### src/rtl/gem_cluster_pkg.sv
// Shared types and defaults for the GEM cluster packer encoder path.
// Used by the latch scheduler and the encoder output mux.
package gem_cluster_pkg;

    localparam int NUM_ENC         = 2;
    localparam int LATCH_DLY_DEF   = 3;
    localparam int MUX_DLY_DEF     = 7;
    localparam int ENC_TIMEOUT_DEF = 15;
    localparam int CNT_W_DEF       = 16;

    typedef enum logic {
        SLOT_IDLE = 1'b0,
        SLOT_BUSY = 1'b1
    } slot_state_t;

    function automatic logic [1:0] pop2(input logic [1:0] v);
        return {1'b0, v[0]} + {1'b0, v[1]};
    endfunction

endpackage

### src/rtl/encoder_slot_fsm.sv
// Busy-window tracker for one priority encoder: start, drop,
// done and timeout handling with registered strobes.
module encoder_slot_fsm
    import gem_cluster_pkg::*;
#(
    parameter int ENC_TIMEOUT = ENC_TIMEOUT_DEF
) (
    input  logic clock4x,
    input  logic reset_n,
    input  logic req,
    input  logic done,
    output logic start,
    output logic busy,
    output logic drop,
    output logic tmo
);

    localparam int AW = $clog2(ENC_TIMEOUT);
    localparam logic [AW-1:0] AGE_LAST = AW'(ENC_TIMEOUT - 1);

    slot_state_t   state;
    logic [AW-1:0] age;
    logic          expired;
    logic          freed;

    assign busy    = (state == SLOT_BUSY);
    assign expired = (age == AGE_LAST) && !done;
    assign freed   = done || (age == AGE_LAST);

    always_ff @(posedge clock4x or negedge reset_n) begin
        if (!reset_n) begin
            state <= SLOT_IDLE;
            age   <= '0;
            start <= 1'b0;
            drop  <= 1'b0;
            tmo   <= 1'b0;
        end else begin
            start <= 1'b0;
            drop  <= 1'b0;
            tmo   <= 1'b0;
            unique case (state)
                SLOT_IDLE: begin
                    if (req) begin
                        state <= SLOT_BUSY;
                        start <= 1'b1;
                        age   <= '0;
                    end
                end
                SLOT_BUSY: begin
                    // A slot freed this cycle serves a coincident request.
                    if (req && freed) begin
                        start <= 1'b1;
                        age   <= '0;
                        tmo   <= expired;
                    end else if (freed) begin
                        state <= SLOT_IDLE;
                        tmo   <= expired;
                    end else if (req) begin
                        drop <= 1'b1;
                        age  <= age + 1'b1;
                    end else begin
                        age <= age + 1'b1;
                    end
                end
            endcase
        end
    end

endmodule

### src/rtl/encoder_latch_sched.sv
// Latch divider and dispatcher for the two first16of1536 encoders,
// with drop/timeout accounting and the delayed merge mux select.
module encoder_latch_sched
    import gem_cluster_pkg::*;
#(
    parameter int LATCH_DLY   = LATCH_DLY_DEF,
    parameter int MUX_DLY     = MUX_DLY_DEF,
    parameter int ENC_TIMEOUT = ENC_TIMEOUT_DEF,
    parameter int CNT_W       = CNT_W_DEF
) (
    input  logic               clock4x,
    input  logic               reset_n,
    input  logic               enable,
    input  logic               latch_pulse,
    input  logic [1:0]         enc_done,
    output logic [1:0]         enc_start,
    output logic [1:0]         enc_busy,
    output logic               mux_sel,
    output logic               mux_valid,
    output logic [CNT_W-1:0]   drop_cnt,
    output logic [CNT_W-1:0]   tmo_cnt,
    output logic               err_tmo
);

    logic                 phase;
    logic                 accept;
    logic [LATCH_DLY-1:0] dly;
    logic [NUM_ENC-1:0]   req;
    logic [NUM_ENC-1:0]   drop_p;
    logic [NUM_ENC-1:0]   tmo_p;
    logic [CNT_W:0]       drop_sum;
    logic [CNT_W:0]       tmo_sum;
    logic                 tog;
    logic                 tog_next;
    logic [MUX_DLY-1:0]   sel_sr;
    logic [MUX_DLY-1:0]   val_sr;

    assign accept = latch_pulse && enable && !phase;
    assign req    = {dly[LATCH_DLY-1], accept};

    always_ff @(posedge clock4x or negedge reset_n) begin
        if (!reset_n) begin
            phase <= 1'b0;
        end else if (!enable) begin
            phase <= 1'b0;
        end else if (latch_pulse) begin
            phase <= !phase;
        end
    end

    // Encoder-1 requests are committed once launched; enable does not gate them.
    always_ff @(posedge clock4x or negedge reset_n) begin
        if (!reset_n) begin
            dly <= '0;
        end else begin
            for (int i = LATCH_DLY - 1; i > 0; i--) begin
                dly[i] <= dly[i-1];
            end
            dly[0] <= accept;
        end
    end

    for (genvar g = 0; g < NUM_ENC; g++) begin : g_slot
        encoder_slot_fsm #(
            .ENC_TIMEOUT(ENC_TIMEOUT)
        ) u_slot (
            .clock4x(clock4x),
            .reset_n(reset_n),
            .req    (req[g]),
            .done   (enc_done[g]),
            .start  (enc_start[g]),
            .busy   (enc_busy[g]),
            .drop   (drop_p[g]),
            .tmo    (tmo_p[g])
        );
    end

    always_comb begin
        drop_sum = {1'b0, drop_cnt} + {{(CNT_W-1){1'b0}}, pop2(drop_p)};
        tmo_sum  = {1'b0, tmo_cnt} + {{(CNT_W-1){1'b0}}, pop2(tmo_p)};
    end

    always_ff @(posedge clock4x or negedge reset_n) begin
        if (!reset_n) begin
            drop_cnt <= '0;
            tmo_cnt  <= '0;
            err_tmo  <= 1'b0;
        end else begin
            drop_cnt <= drop_sum[CNT_W] ? '1 : drop_sum[CNT_W-1:0];
            tmo_cnt  <= tmo_sum[CNT_W] ? '1 : tmo_sum[CNT_W-1:0];
            err_tmo  <= err_tmo || (|tmo_p);
        end
    end

    // Encoder 0 wins when both report in the same cycle.
    always_comb begin
        tog_next = tog;
        if (enc_done[0]) begin
            tog_next = 1'b1;
        end else if (enc_done[1]) begin
            tog_next = 1'b0;
        end
    end

    always_ff @(posedge clock4x or negedge reset_n) begin
        if (!reset_n) begin
            tog    <= 1'b0;
            sel_sr <= '0;
            val_sr <= '0;
        end else begin
            tog <= tog_next;
            for (int i = MUX_DLY - 1; i > 0; i--) begin
                sel_sr[i] <= sel_sr[i-1];
                val_sr[i] <= val_sr[i-1];
            end
            sel_sr[0] <= tog_next;
            val_sr[0] <= |enc_done;
        end
    end

    assign mux_sel   = sel_sr[MUX_DLY-1];
    assign mux_valid = val_sr[MUX_DLY-1];

endmodule
### config.mk
export PLATFORM = sky130hd
export DESIGN_NAME = encoder_latch_sched
export DESIGN_NICKNAME = d
export VERILOG_FILES = /design/src/rtl/gem_cluster_pkg.sv /design/src/rtl/encoder_slot_fsm.sv /design/src/rtl/encoder_latch_sched.sv
export SDC_FILE = /design/constraint.sdc
export NUM_CORES = 1
export LEC_CHECK = 0
export BUFFER_PORTS_ARGS = -buffer_cell sky130_fd_sc_hd__buf_2
export CORE_MARGIN = 1
export CORE_UTILIZATION = 56
export DETAILED_ROUTE_END_ITERATION = 6
export GPL_TIMING_DRIVEN = 0
export PLACE_DENSITY = 0.91
export SLEW_MARGIN = 25
export SYNTH_ARGS = -nofsm -noshare
export SYNTH_HDL_FRONTEND = slang
export SYNTH_SLANG_ARGS = --single-unit
### constraint.sdc
create_clock -name clock4x -period 2.1 [get_ports clock4x]
set_input_delay 0.525 -clock clock4x [delete_from_list [all_inputs] [get_ports clock4x]]
set_output_delay 0.525 -clock clock4x [all_outputs]
set_load 0.005 [all_outputs]
# --- Word level (Yosys, flattened, before mapping) ---
# Cells that the tools add are included.
word_totals:
  regBits: 68
  latch_bits: 0
  ramBits: 0
  rom_bits: 0
  input_bits: 6
  out_inout_bits: 39
  elab_cells: 87
  mem_count: 0
op_classes:
  add_sub_neg: 6
  multipliers: 0
  div_mod_pow: 0
  n_lt_le_gt_ge: 0
  n_eq_ne: 7
  n_shift: 0
  n_mux: 38
  bitwise_logic: 2
  n_reduce_logical: 16
ops:
  columns: ["op", "n"]
  rows:
  - ["$add A16 B2 Y17", 2]
  - ["$mux W16", 2]
  - ["$mux W1", 24]
  - ["$mux W4", 6]
  - ["$pmux W4 S2", 2]
  - ["$add A4 B1 Y4 const B", 2]
  - ["$eq A4 B4 Y1 const B", 2]
  - ["$pmux W1 S2", 4]
  - ["$logic_and A1 B1 Y1", 6]
  - ["$ne A3 B3 Y1 const B", 2]
  - ["$add A1 B1 Y2", 2]
  - ["$ne A2 B2 Y1 const B", 2]
  - ["$reduce_and A2 Y1", 2]
  - ["$reduce_or A2 Y1", 2]
  - ["$logic_not A1 Y1", 3]
  - ["$logic_or A1 B1 Y1", 3]
  - ["$ne A2 B1 Y1 const B", 1]
  - ["$not A1 Y1", 2]

# --- Longest topological paths before layout ---
# Gate-level depths: netlist (run 1).
depth:
  depth_word: 6
  depth_mapped: 9
  depth_no_buf: 7

# --- Hierarchy ---
# A second synthesis (run 1) with hierarchy kept.
unflattened:
  cells_unflattened: 258
  area_unflattened_um2: 2871.5
by_module_without_submodules:
  columns: ["mod", "n_inst", "cells_per_inst", "area_per_inst_um2", "seq_area_each_um2"]
  rows:
  - ["encoder_latch_sched", 1, 188, 2113.3, 1276.2]
  - ["encoder_slot_fsm", 2, 35, 379.1, 200.2]

# --- Worst setup path after synthesis (run 1) ---
# Ideal clock, no wire load.
synth_path:
  kind: "register -> register"
  start: "reg drop_cnt[0]"
  end: "reg drop_cnt[10]"
  setup_time_ps: 65
  t_arrival_ps: 1873
  slack_ps: 162
  stages_incl_launch_ff: 10
  n_path_buf: 2
  synth_period_minus_slack_ps: 1938
  cell_sequence: "dfrtp_1 inv_1 fa_1 inv_1 ha_1 clkbuf_1 nand2_1 or3_4 buf_6 nand2_1"
synth_between:
  elab_chain_cells: 2
synth_rtl:
  columns: ["element", "line", "rtl"]
  rows:
  - ["from (decl)", "encoder_latch_sched.sv:20", "output logic [CNT_W-1:0] drop_cnt,"]
  - ["from (signal assigned)", "encoder_latch_sched.sv:89", "drop_cnt <= drop_sum[CNT_W] ? '1 : drop_sum[CNT_W-1:0];"]
  - ["$add A16 B2 Y17", "encoder_latch_sched.sv:79", "drop_sum = {1'b0, drop_cnt} + {{(CNT_W-1){1'b0}}, pop2(drop_p)};"]
  - ["$mux W16", "encoder_latch_sched.sv:89", null]
# No other way between the ends.
# A chain may end at the register's enable or synchronous reset.

# --- Final worst setup path (run 1) ---
layout_path:
  start: "reg tmo_cnt[0]"
  end: "reg tmo_cnt[9]"
layout_between:
  elab_chain_cells: 2
layout_rtl:
  columns: ["element", "line", "rtl"]
  rows:
  - ["from (decl)", "encoder_latch_sched.sv:21", "output logic [CNT_W-1:0] tmo_cnt,"]
  - ["from (signal assigned)", "encoder_latch_sched.sv:90", "tmo_cnt <= tmo_sum[CNT_W] ? '1 : tmo_sum[CNT_W-1:0];"]
  - ["$add A16 B2 Y17", "encoder_latch_sched.sv:80", "tmo_sum = {1'b0, tmo_cnt} + {{(CNT_W-1){1'b0}}, pop2(tmo_p)};"]
  - ["$mux W16", "encoder_latch_sched.sv:90", null]
# No other way between the ends.

==> results of run 1 <==
[state kept, by name, indices dropped and copies added (netlist names)]
signal,flops
g_slot.u_slot.drop,2
err_tmo,1
sel_sr,7
g_slot.u_slot.age,8
val_sr,7
g_slot.u_slot.busy,2
tmo_cnt,16
dly,3
g_slot.u_slot.start,2
g_slot.u_slot.tmo,2
drop_cnt,16
phase,1
[metal layers]
metal	global-route usage, %	up-vias	wire length (um)
met4	11.97	0	82
met5	0	-	0
met1	25.77	963	2131
met3	4.801	10	203
met2	33.85	54	2601
li1	-	942	-
[cell usage after synthesis]
| master | count | area share [%] |
|---|---|---|
| nor2b_1 | 2 | 0.44 |
| a21o_1 | 3 | 0.79 |
| or2_2 | 1 | 0.22 |
| xor2_1 | 19 | 5.8 |
| ha_1 | 6 | 2.6 |
| buf_4 | 5 | 1.3 |
| mux2i_1 | 3 | 1.1 |
| a311o_1 | 2 | 0.70 |
| nand3b_1 | 1 | 0.26 |
| or3_4 | 2 | 0.79 |
| inv_1 | 14 | 1.8 |
| a31oi_1 | 1 | 0.22 |
| mux2_2 | 5 | 2.0 |
| fa_1 | 2 | 1.4 |
| dfrtp_1 | 67 | 59 |
| and2_1 | 3 | 0.66 |
| nand4_1 | 7 | 1.5 |
| clkbuf_1 | 2 | 0.26 |
| xnor2_1 | 3 | 0.92 |
| nor3b_1 | 2 | 0.53 |
| nor2_1 | 9 | 1.2 |
| nand3_1 | 21 | 3.7 |
| nand4_4 | 1 | 0.74 |
| and3_1 | 4 | 0.88 |
| nand2_1 | 37 | 4.9 |
| nand4_2 | 1 | 0.44 |
| o21ai_0 | 5 | 0.88 |
| or3_1 | 2 | 0.44 |
| nand2b_1 | 7 | 1.5 |
| buf_6 | 2 | 0.79 |
| and4_1 | 5 | 1.5 |
| a21oi_1 | 1 | 0.17 |
| nor3_1 | 4 | 0.70 |
| buf_2 | 1 | 0.17 |
[metrics by stage]
stage / power (mW) / std cells / utilization [%] / hold slack, ns
floorplan: 1.584 / 250 / - / 0.2294
global placement: 1.679 / 361 / 65.64 / 0.3321
detailed placement: 1.702 / 362 / 66.10 / 0.3347
CTS: 3.068 / 377 / 71.45 / 0.08788
global route: 3.193 / 377 / 71.95 / 0.1011
finish: 3.056 / 377 / 71.95 / 0.09012
[logic make-up after synthesis]
logic type	Yosys count	share of synthesized area [%]
simple gates	109	20.40
flops	67	58.67
buf+inv	24	4.378
xor+xnor	22	6.743
compound gates	12	2.758
mux	8	3.021
fa+ha+maj	8	4.028
[layout make-up]
type | count | share of cell area (%)
well taps | 67 | 2.419
repair buffers | 45 | 7.004
clock buffers | 11 | 3.791
inverters | 14 | 1.516
flip-flops and latches | 67 | 48.38
clock inverters | 5 | 3.610
plain buffers | 9 | 2.022
multi-input cells | 159 | 31.26
[power groups by stage]
stage / clock (mW) / combinational [mW] / sequential (mW)
after global routing: 1.45 / 0.275 / 1.47
after global placement: 0 / 0.212 / 1.47
after detailed placement: 0 / 0.228 / 1.47
after CTS: 1.39 / 0.230 / 1.45
final: 1.37 / 0.232 / 1.45
after floorplan: 0 / 0.120 / 1.46
[critical path: cells and delay by family (launching register included)]
kind | cells | cell delay (ns)
adder cells (fa/ha/maj) | 2 | 0.64
AND/OR/NAND/NOR | 3 | 0.58
flip-flops | 1 | 0.37
buffers and inverters | 3 | 0.33
[worst paths after layout]
check / start / endpoint / slack (ns) / cells past startpoint
max: tmo_cnt[0] / tmo_cnt[9] / 0.12 / 8
min: reset_n / sel_sr[6] / 0.09 / 1
max reg2reg: tmo_cnt[0] / tmo_cnt[9] / 0.12 / 8
min reg2reg: val_sr[4] / val_sr[5] / 0.35 / 0
max in group asynchronous: reset_n / drop_cnt[6] / 1.50 / 2
min in group clock4x: val_sr[4] / val_sr[5] / 0.35 / 0
[what timing repair did]
| action | in CTS | in global routing |
|---|---|---|
| buffers inserted | 0 | 0 |
| gates resized for setup | 2 | 5 |
| hold buffers | 0 | 0 |
| endpoints found under the setup margin | 23 | 23 |
==> flow_metrics.env, run 1 <==
export IMPL_status="finished clean"
export IMPL_ys_ff_latch=67
export IMPL_firstDrtPassIters=4
export IMPL_comb_power_share_pct=7.6
export IMPL_hpwl_mm=3.387
export IMPL_postSynthCellCount=250
export IMPL_routed_wl_mm=5.018
export IMPL_final_nets=319
export IMPL_ant_nets=0
export IMPL_clock_skew_ns=0.002901
export IMPL_clkPwrFrac_pct=44.8
export IMPL_drv_slew=0
export IMPL_finalSetupViolations=0
export IMPL_cts_sinks=67
export IMPL_netlist_area_sq_um=2858
export IMPL_grtUsageTotal_pct=20.85
export IMPL_seq_area_sq_um=1677
export IMPL_final_cell_mix="67 x dfrtp_1, 44 x buf_2, 37 x nand2_1"
export IMPL_dp_slack_ns=-0.08054
export IMPL_rsz0062_at_grt="no"
export IMPL_tightest_slew_ns=0.3366
export IMPL_pin_count=45
export IMPL_cpPeakStageDelay_ns=0.46
export IMPL_grt_ovfl_total=0
export IMPL_mostFrequentLayoutCell="dfrtp_1"
export IMPL_syn_area_per_cell_sq_um=11.43
export IMPL_crit_type="flop to flop"
export IMPL_grt_max_degree=42
export IMPL_start_kind="flop"
export IMPL_row_count=25
export IMPL_grt_pass1_wl_mm=8.183
export IMPL_avgRoutedWirePerCell_um=13.31
export IMPL_drtIter0Drc=51
export IMPL_drcViolationCount=0
export IMPL_power_density_nw_per_um2=881.7
export IMPL_dieArea_sq_um=5393
export IMPL_die_h_um=73.44
export IMPL_die_w_um=73.44
export IMPL_drive_above_1_share_pct=26.13
export IMPL_irDropWorstVdd_uv=571.2
export IMPL_ys_seq_area_share_pct=58.67
export IMPL_clk_latency_ns=0.34
export IMPL_initial_core_util_pct=59.32
export IMPL_multi_input_area_sq_um=1084
export IMPL_diodes=0
export IMPL_hold_path_class="input port to asynchronous set/reset pin"
export IMPL_dpl_cell_area_sq_um=3184
export IMPL_cp_end_kind="flop"
export IMPL_tritoncts="built"
export IMPL_stdcell_area_sq_um=3466
export IMPL_power_switching_mw=0.6603
export IMPL_fill_cells=356
export IMPL_gp_congestion=0.7583
export IMPL_fin_setup_tns_ns=0
export IMPL_p_sw_share_pct=21.61
export IMPL_clk_pin_slew_ns=0.07
export IMPL_ys_warn_count=0
export IMPL_p_leak_nw=1.865
export IMPL_antenna_found_initial=0
export IMPL_fin_crit_ns=1.984
export IMPL_num_vias=1969
export IMPL_hold_viol_final=0
export IMPL_worst_slack_ns=0.1164
export IMPL_period_share_pct=94.45
export IMPL_grt_pass1_vias=1847
export IMPL_cts_root_buf="clkbuf_8"
export IMPL_syn2layout_area_growth_pct=21.28
export IMPL_crit_fanout=10
export IMPL_io_buffers=44
export IMPL_p_seq_share_pct=47.6
export IMPL_required_ns=2.37
export IMPL_cts_max_path_buffers=2
export IMPL_maxCapViolations=0
export IMPL_core_area_sq_um=4817
export IMPL_slew_headroom_pct=77.32
export IMPL_htreeDepth=3
export IMPL_cp_data_arrival_time_ns=2.26
export IMPL_fmax_ghz=0.5041
export IMPL_cpMostUsedCell="inv_1"
export IMPL_avgViaCountPerCell=5.223
export IMPL_cp_slowest_cell="fa_1"
export IMPL_p_int_mw=2.396
export IMPL_synth_fp_nets=264
export IMPL_crit_chain="inv_1 -> fa_1 -> inv_1 -> ha_4 -> nand4_4 -> or3_4 -> buf_6 -> nand2_1"
export IMPL_cts_inserted_buffers=9
export IMPL_yosys_cell_types_count=34
Note: power is estimated with default switching activity, not from simulation.
==> run 2, diff against run 1 <==
--- a/config.mk
+++ b/config.mk
@@ -10,7 +10,7 @@
 export CORE_UTILIZATION = 56
 export DETAILED_ROUTE_END_ITERATION = 6
 export GPL_TIMING_DRIVEN = 0
-export PLACE_DENSITY = 0.91
+export PLACE_DENSITY = 0.86
 export SLEW_MARGIN = 25
 export SYNTH_ARGS = -nofsm -noshare
 export SYNTH_HDL_FRONTEND = slang
==> run 2 against run 1 <==
Effect of this change: sequential cell count is the same; first-iteration DRC count grew 53%; wire length shrank 3.0%; worst hold slack lost 0.010 ns; highest routed layer unchanged.
==> flow_metrics.env, run 2 (synthesis gave the netlist of run 1 again) <==
export IMPL_status="finished clean"
export IMPL_mostFrequentLayoutCell="dfrtp_1"
export IMPL_drcViolationCount=0
export IMPL_initial_core_util_pct=59.32
export IMPL_p_seq_share_pct=57.5
export IMPL_p_leak_nw=1.815
export IMPL_row_count=25
export IMPL_routed_wl_mm=4.868
export IMPL_grtUsageTotal_pct=20.49
export IMPL_tritoncts="built"
export IMPL_fill_cells=386
export IMPL_diodes=0
export IMPL_fin_crit_ns=2.024
export IMPL_period_share_pct=96.39
export IMPL_ff2ff_setup_slack_ns=0.08
export IMPL_clk_pin_slew_ns=0.07
export IMPL_core_area_sq_um=4817
export IMPL_fmax_ghz=0.4940
export IMPL_crit_type="flop to flop"
export IMPL_cts_max_path_buffers=2
export IMPL_p_int_mw=1.897
export IMPL_fin_setup_tns_ns=0
export IMPL_cp_data_arrival_time_ns=2.24
export IMPL_reg2regPathDepth=6
export IMPL_irDropWorstVdd_uv=476.6
export IMPL_grt_pass1_vias=1782
export IMPL_cts_inserted_buffers=9
export IMPL_antenna_found_initial=0
export IMPL_power_density_nw_per_um2=752.0
export IMPL_slew_headroom_pct=73.57
export IMPL_avgViaCountPerCell=5.245
export IMPL_drive_above_1_share_pct=25.32
export IMPL_hold_viol_final=0
export IMPL_hold_path_class="input port to asynchronous set/reset pin"
export IMPL_io_buffers=44
export IMPL_drtIter0Drc=78
export IMPL_avgRoutedWirePerCell_um=12.98
export IMPL_dpl_cell_area_sq_um=3192
export IMPL_p_total_mw=2.522
export IMPL_crit_fanout=6
export IMPL_comb_power_share_pct=8.9
export IMPL_p_sw_share_pct=24.78
export IMPL_clock_skew_ns=0.007776
export IMPL_power_switching_mw=0.6249
export IMPL_die_h_um=73.44
export IMPL_stdcell_area_sq_um=3353
export IMPL_dieArea_sq_um=5393
export IMPL_rsz0062_at_grt="no"
export IMPL_required_ns=2.32
export IMPL_grt_pass1_wl_mm=8.086
export IMPL_worst_slack_ns=0.07575
export IMPL_whs_ns=0.07991
export IMPL_hpwl_mm=3.404
export IMPL_syn2layout_area_growth_pct=17.34
export IMPL_ctsHoldBuffers=0
export IMPL_final_nets=319
export IMPL_final_cell_mix="67 x dfrtp_1, 44 x buf_2, 37 x nand2_1"
export IMPL_tightest_slew_ns=0.3957
export IMPL_gp_congestion=0.7668
export IMPL_start_kind="flop"
export IMPL_maxCapViolations=0
export IMPL_dp_slack_ns=-0.04977
export IMPL_cts_sinks=67
export IMPL_clk_latency_ns=0.33
export IMPL_num_vias=1967
export IMPL_grt_max_degree=48
export IMPL_drv_slew=0
export IMPL_firstDrtPassIters=5
export IMPL_clkPwrFrac_pct=33.5
export IMPL_htreeDepth=3
export IMPL_cts_root_buf="clkbuf_8"
export IMPL_finalSetupViolations=0
export IMPL_largest_registers="drop_cnt x16, tmo_cnt x16, g_slot.u_slot.age x8"
export IMPL_pin_count=45
export IMPL_die_w_um=73.44
export IMPL_ant_nets=0
export IMPL_cp_end_kind="flop"
export IMPL_grt_ovfl_total=0
-- run 2: cell count changes in the layout (fill, tap and decap cells not counted), sizes merged --
cell | before | now
bufinv | 4 | 0
clkinv | 1 | 2
clkinvlp | 0 | 1
-- run 2: critical path: stages, from the launching register on --
cell	delay, ns
dfrtp_1	0.36
inv_1	0.07
fa_1	0.45
nor2b_1	0.35
and4_1	0.29
nand3_1	0.10
mux2_2	0.28
-- run 2: per-stage QoR --
step | cells | utilization, %
2_1_floorplan | 250 | -
3_3_place_gp | 361 | 65.64
3_5_place_dp | 362 | 66.26
4_1_cts | 375 | 69.32
5_1_grt | 375 | 69.61
6_report | 375 | 69.61
-- run 2: path summary, 6_finish.rpt --
check,from,to
worst max-delay path,tmo_cnt[0],tmo_cnt[15]
worst min-delay path,reset_n,sel_sr[4]
worst max register to register,tmo_cnt[0],tmo_cnt[15]
worst min register to register,val_sr[1],val_sr[2]
max in group asynchronous,reset_n,g_slot[1].u_slot.age[3]
min in group clock4x,val_sr[1],val_sr[2]
-- run 2: timing repair --
item / CTS / global route
setup buffers: 0 / 0
endpoints found under the hold margin: 0 / 0
setup endpoints to repair: 21 / 22
resized for setup: 1 / 4
-- run 2: layout make-up --
| type | instances | area, sq um | area share, % |
|---|---|---|---|
| timing repair buffer | 45 | 250.2 | 7.463 |
| clock buffer | 11 | 131.4 | 3.918 |
| multi-input combinational | 159 | 1071 | 31.94 |
| sequential | 67 | 1677 | 50.00 |
| buffer | 9 | 70.07 | 2.090 |
| clock inverter | 3 | 17.52 | 0.5224 |
| inverter | 14 | 52.55 | 1.567 |
| tap | 67 | 83.83 | 2.500 |
-- run 2: metal layers --
layer,global-route usage (%),share of wire (%)
met1,25.53,44
met4,12.18,1.1
met5,0,0
met2,32.61,50
met3,4.938,5.0
-- run 2: power by group through the flow --
stage	clock, mW	sequential [mW]	combinational, mW
detailed placement	0	1.47	0.230
CTS	0.868	1.45	0.231
finish	0.846	1.45	0.225
floorplan	0	1.46	0.120
global placement	0	1.47	0.212
global route	0.930	1.47	0.264
